### src/rtl/register_file.sv
// -----------------------------------------------------------------------------
// register_file
//
// 32 x 32-bit general-purpose register file for a single-issue pipeline. It has
// one byte-strobed write port, fed by the write-back stage, and two
// combinational read ports. Register 0 is hardwired to zero.
//
// A write is "effective" when write_enabled is set, write_address is non-zero
// and at least one strobe bit is set. Only effective writes change storage,
// written_mask and write_count.
//
// Parameters
//   BYPASS_ENABLE  1: a read that hits the register being written this cycle
//                     returns the byte-merged write value (forwarding).
//                  0: reads return stored contents only.
//   COUNTER_WIDTH  width of write_count. The counter saturates at all-ones.
//
// Ports
//   clock           in   rising-edge clock
//   reset           in   asynchronous active-high reset
//   write_enabled   in   write request (already qualified with stage valid)
//   write_address   in   [4:0]  destination register index
//   write_strobe    in   [3:0]  byte lane enables; bit i covers [8i+7:8i]
//   write_data      in   [31:0] write data
//   read_address_0  in   [4:0]  read port 0 index
//   read_data_0     out  [31:0] read port 0 data (combinational)
//   read_address_1  in   [4:0]  read port 1 index
//   read_data_1     out  [31:0] read port 1 data (combinational)
//   written_mask    out  [31:0] bit n set once register n took an effective write
//   write_count     out  [COUNTER_WIDTH-1:0] effective writes since reset
// -----------------------------------------------------------------------------
module register_file #(
  parameter int BYPASS_ENABLE = 1,
  parameter int COUNTER_WIDTH = 32
) (
  input  logic                     clock,
  input  logic                     reset,
  input  logic                     write_enabled,
  input  logic [4:0]               write_address,
  input  logic [3:0]               write_strobe,
  input  logic [31:0]              write_data,
  input  logic [4:0]               read_address_0,
  output logic [31:0]              read_data_0,
  input  logic [4:0]               read_address_1,
  output logic [31:0]              read_data_1,
  output logic [31:0]              written_mask,
  output logic [COUNTER_WIDTH-1:0] write_count
);

  logic [31:0]              regs_q [0:31];
  logic [31:0]              mask_q;
  logic [31:0]              mask_d;
  logic [COUNTER_WIDTH-1:0] count_q;
  logic [COUNTER_WIDTH-1:0] count_d;

  logic        write_effective;
  logic [31:0] write_merged;

  // Replace only the strobed byte lanes of the old value.
  function automatic logic [31:0] byte_merge(input logic [31:0] old_value,
                                             input logic [31:0] new_value,
                                             input logic [3:0]  strobe);
    logic [31:0] merged;
    merged = old_value;
    for (int lane = 0; lane < 4; lane++) begin
      if (strobe[lane]) merged[8*lane +: 8] = new_value[8*lane +: 8];
    end
    return merged;
  endfunction

  // Write_data is ignored unless the write is effective, so an X on
  // write_data while idle never reaches storage or the read ports.
  assign write_effective = write_enabled && (write_address != 5'd0) && (write_strobe != 4'd0);
  assign write_merged    = byte_merge(regs_q[write_address], write_data, write_strobe);

  // Bit 0 is never set, because an effective write never targets register 0.
  always_comb begin
    mask_d = mask_q;
    if (write_effective) mask_d[write_address] = 1'b1;
  end

  always_comb begin
    count_d = count_q;
    if (write_effective && !(&count_q)) count_d = count_q + COUNTER_WIDTH'(1);
  end

  // NOTE: every register is cleared by reset rather than left uninitialised,
  // because software may read any register straight after reset and must see
  // zero. The array therefore maps to flops, not to an SRAM macro.
  always_ff @(posedge clock or posedge reset) begin
    if (reset) begin
      for (int i = 0; i < 32; i++) regs_q[i] <= '0;
      mask_q  <= '0;
      count_q <= '0;
    end else begin
      // NOTE: non-blocking assignments, so every flop samples the
      // pre-edge values regardless of statement order.
      if (write_effective) regs_q[write_address] <= write_merged;
      mask_q  <= mask_d;
      count_q <= count_d;
    end
  end

  // NOTE: each read port's output is given a default first, so every path
  // through the block assigns it and no latch is inferred.
  always_comb begin
    read_data_0 = '0;
    if (read_address_0 != 5'd0) begin
      if ((BYPASS_ENABLE != 0) && write_effective && (write_address == read_address_0))
        read_data_0 = write_merged;
      else
        read_data_0 = regs_q[read_address_0];
    end
  end

  always_comb begin
    read_data_1 = '0;
    if (read_address_1 != 5'd0) begin
      if ((BYPASS_ENABLE != 0) && write_effective && (write_address == read_address_1))
        read_data_1 = write_merged;
      else
        read_data_1 = regs_q[read_address_1];
    end
  end

  assign written_mask = mask_q;
  assign write_count  = count_q;

endmodule
### config.mk
export PLATFORM = sky130hd
export DESIGN_NAME = register_file
export DESIGN_NICKNAME = d
export VERILOG_FILES = /design/src/rtl/register_file.sv
export SDC_FILE = /design/constraint.sdc
export NUM_CORES = 2
export LEC_CHECK = 0
export CAP_MARGIN = 20
export CORE_MARGIN = 1
export CORE_UTILIZATION = 55
export CTS_CLUSTER_DIAMETER = 60
export DETAILED_ROUTE_END_ITERATION = 8
export HOLD_SLACK_MARGIN = 0.15
export PLACE_DENSITY_LB_ADDON = 0.08
export REMOVE_ABC_BUFFERS = 1
export SKIP_LAST_GASP = 1
export SLEW_MARGIN = 10
export SYNTH_ARGS = -nofsm -noshare
export SYNTH_HDL_FRONTEND = slang
export SYNTH_SLANG_ARGS = --single-unit
export TNS_END_PERCENT = 20
### constraint.sdc
create_clock -name clock -period 69.4 [get_ports clock]
set_clock_uncertainty 0.2 [all_clocks]
set_input_delay 10.41 -clock clock [delete_from_list [all_inputs] [get_ports clock]]
set_output_delay 10.41 -clock clock [all_outputs]
set_load 0.05 [all_outputs]
==> flow_summary.toml <==
[grt]
antenna_found_initial = 7
grt_usage_pct = 40.82
grt_pass1_wl_mm = 350.0
grt_overflow = 0
grt_max_degree = 158
grt_pass1_vias = 48380

[die]
core_area_sq_mm = 0.1164
die_h_um = 345.0
row_count = 125
die-area_sq_mm = 0.1191
fp.dieW_um = 345.0
start_util_pct = 55.62
pin_count = 182

[clock_network]
cts_buffers = 133
clk_latency_ps = 790
postCtsHoldBufs = 0
tritoncts = "built"
clk_path_buf_depth = 3
clk_pin_slew_ps = 50
postCtsSetupBuffers = 0
root_buffer = "clkbuf_16"
cts_num_sinks = 1088
cts_max_level = 4
post_cts_resized = 0

[synth]
synth_area_per_cell_sq_um = 12.17
postSynthCellCount = 5319
async_flop_share_pct = 100.0
synth_edf_count = 0
synth.distinct_cells = 73
ys.flop_type = "dfrtp_1"
ys_warn_count = 0
ys_seq_area_share_pct = 42.07
synth-seq-cells = 1088
synthesis.area_sq_mm = 0.06472
synthTopCellsByArea = "dfrtp_1 (42%), mux4_2 (24%), mux2_2 (6.9%)"
yosysTopAreaCell = "dfrtp_1"
synth_top_area_share_pct = 42.07

[setup_path]
path_class = "primary input to output pin"
cp.required_ps = 58790
crit_chain = "buf_8 -> buf_12 -> buf_4 -> mux2i_1 -> a22oi_1 -> nand3_1 -> a32oi_2 -> buf_4 -> nor2_1 -> nor2_1 -> clkdlybuf4s50_1"
crit_end = "read_data_1[25]"
cpPeakStageDelay_ps = 870
reg2reg_depth = 7
cp.depth = 11
r2r_end = "regs_q[205]"
crit_start = "write_address[1]"
reg2reg_slack_ps = 66390
worst_setup_path_start_kind = "primary input"
timing.critical_path.buf_inv = 5
slowest_stage = "buf_4"
path_max_fanout = 99
cp_top_family = "buffers and inverters"
crit_arrival_ps = 15320
reg2reg_from = "regs_q[141]"
endpoint_kind = "output pin"

[job]
maxCapViolCount = 0

[hold_path]
min_path_type = "register to register"

[cells_and_area]
nFillCells = 9205
final_nets = 5247
multi_input_area_sq_mm = 0.03509
drive_gt1_share_pct = 29.28
seqCellArea_sq_mm = 0.02723
final_core_util_pct = 61.84
area_delta_synth_final_pct = 11.18

[detailed_routing]
route.detailed.drc = 0
routedWlPerCell_um = 35.41
first_iter_violations = 6388
ant_nets = 0
routed_wl_mm = 241.6
via_per_inst = 7.268
vias = 49600
firstDrtPassIters = 6

[sta]
fin_crit_sh_pct = 37.37
min_period_ps = 25930
setup_ws_ps = 43470
finalSetupTns_ps = 0
rsz0062_at_grt = "no"
setup_viol = 0
hold_viol_final = 0
max_slew.worst_pin.slew_ps = 1222
drv_slew = 0
relSlewSlack_pct = 18.54
max_freq_ghz = 0.03856

[power]
leakage_uw = 0.03068
pwr_density_cell_mw_per_mm2 = 29.92
irDropWorstVdd_mv = 0.02881

[placed_design]
gp_congestion = 0.9061
dpl.hpwl_mm = 142.1
numPortBuffers = 181
pre_cts_slack_ps = 43480

[run_status]
status = "completed"
==> per-layer routing <==
layer	wire [um]	GRT usage, %
met5	38	0
met4	14590	22.11
met3	31000	14.35
met2	104600	57.99
met1	91430	55.04
==> flip-flops by register name (all words and copies together), names as in the netlist <==
| name | flops |
|---|---|
| written_mask | 32 |
| write_count | 32 |
| regs_q | 1024 |
==> worst register-to-register path, cell delays in order (launching register included) <==
cell and delay, ps:
dfrtp_1 410, mux4_2 470, nor2b_1 140, a221oi_1 340
nor3b_1 130, nor2_1 690, buf_4 340, o21ai_0 120
==> metrics by stage <==
step / instances / power (uW) / hold WS [ps] / cell area, sq um
detailed placement: 6576 / 1408 / 164.5 / 67240
global placement: 6574 / 1394 / 164.7 / 67220
CTS: 6810 / 2144 / 176.7 / 71850
finish: 6824 / 2153 / 171.2 / 71960
floorplan: 4730 / 1211 / 181.2 / 61980
global route: 6815 / 2230 / 200.6 / 71940
==> placed cells by master, fill, tap and decap left out, types with 72 or more instances in the layout <==
cell type        instances
clkbuf_16              138
nand2_1                714
nor2_1                  72
a21oi_1                 74
mux4_2                 686
buf_4                  139
o22ai_1                 99
mux2_2                 398
a22oi_1                132
mux2i_1                324
dfrtp_1               1088
o21ai_0                636
clkdlybuf4s50_1        166
==> cell type report <==
class	count	area share, %
multi-input combinational	3625	48.76
sequential	1088	37.84
clock buffer	180	5.338
timing repair buffer	327	4.224
tap	1524	2.650
clock inverter	54	1.059
inverter	17	0.09911
antenna	9	0.03130
==> Yosys cell counts (3+ instances only) <==
master and count:
or2_2 7, mux2_2 398, xor2_1 17, a32oi_2 6, o22ai_1 106, inv_1 16, o221ai_1 6, o211ai_1 19
nor2_1 77, or4b_1 3, buf_4 27, dfrtp_1 1088, nor4_1 5, nor4_2 5, nand2b_1 42, xnor2_1 22
or4_1 3, clkbuf_1 336, o2bb2ai_1 4, nand3_1 66, buf_6 24, nor3b_1 5, o2111ai_1 7, buf_2 158
a211oi_1 15, buf_1 39, o21a_1 3, nand2_1 738, nand4_1 24, and2_1 14, and4_1 3, mux2i_1 324
nor4b_1 5, o21ai_0 644, a22o_1 12, a31oi_1 7, a22oi_1 132, nor3_1 20, a221oi_1 20, mux4_2 686
o21ai_1 21, a221o_1 3, and3_1 16, nor2b_1 35, a21oi_1 74
==> report_power, final <==
group / leakage [uW] / switching [uW] / total, uW / internal (uW)
sequential: 0.0143 / 125 / 879 / 753
combinational: 0.0142 / 270 / 534 / 264
clock: 0.00224 / 295 / 740 / 445
==> cell families after synthesis <==
| family | share of synthesized area [%] |
|---|---|
| AOI/OAI and AO/OA | 9.927 |
| xor gates and xnor gates | 0.5277 |
| adders and majority gates | 0.01933 |
| buffers and inverters | 4.342 |
| DFF | 42.07 |
| muxes | 35.81 |
| and+or+nand+nor | 7.313 |
==> worst min path at each step <==
stage                          from         endpoint  slack (ps)  depth (start not counted)
finish              written_mask[0]  written_mask[0]         170                          0
global route        written_mask[0]  written_mask[0]         200                          0
CTS                 written_mask[0]  written_mask[0]         180                          0
detailed placement  written_mask[0]  written_mask[0]         160                          0
global placement    written_mask[0]  written_mask[0]         160                          0
floorplan              regs_q[1000]     regs_q[1000]         180                          0
(Power assumes the default switching activity.)
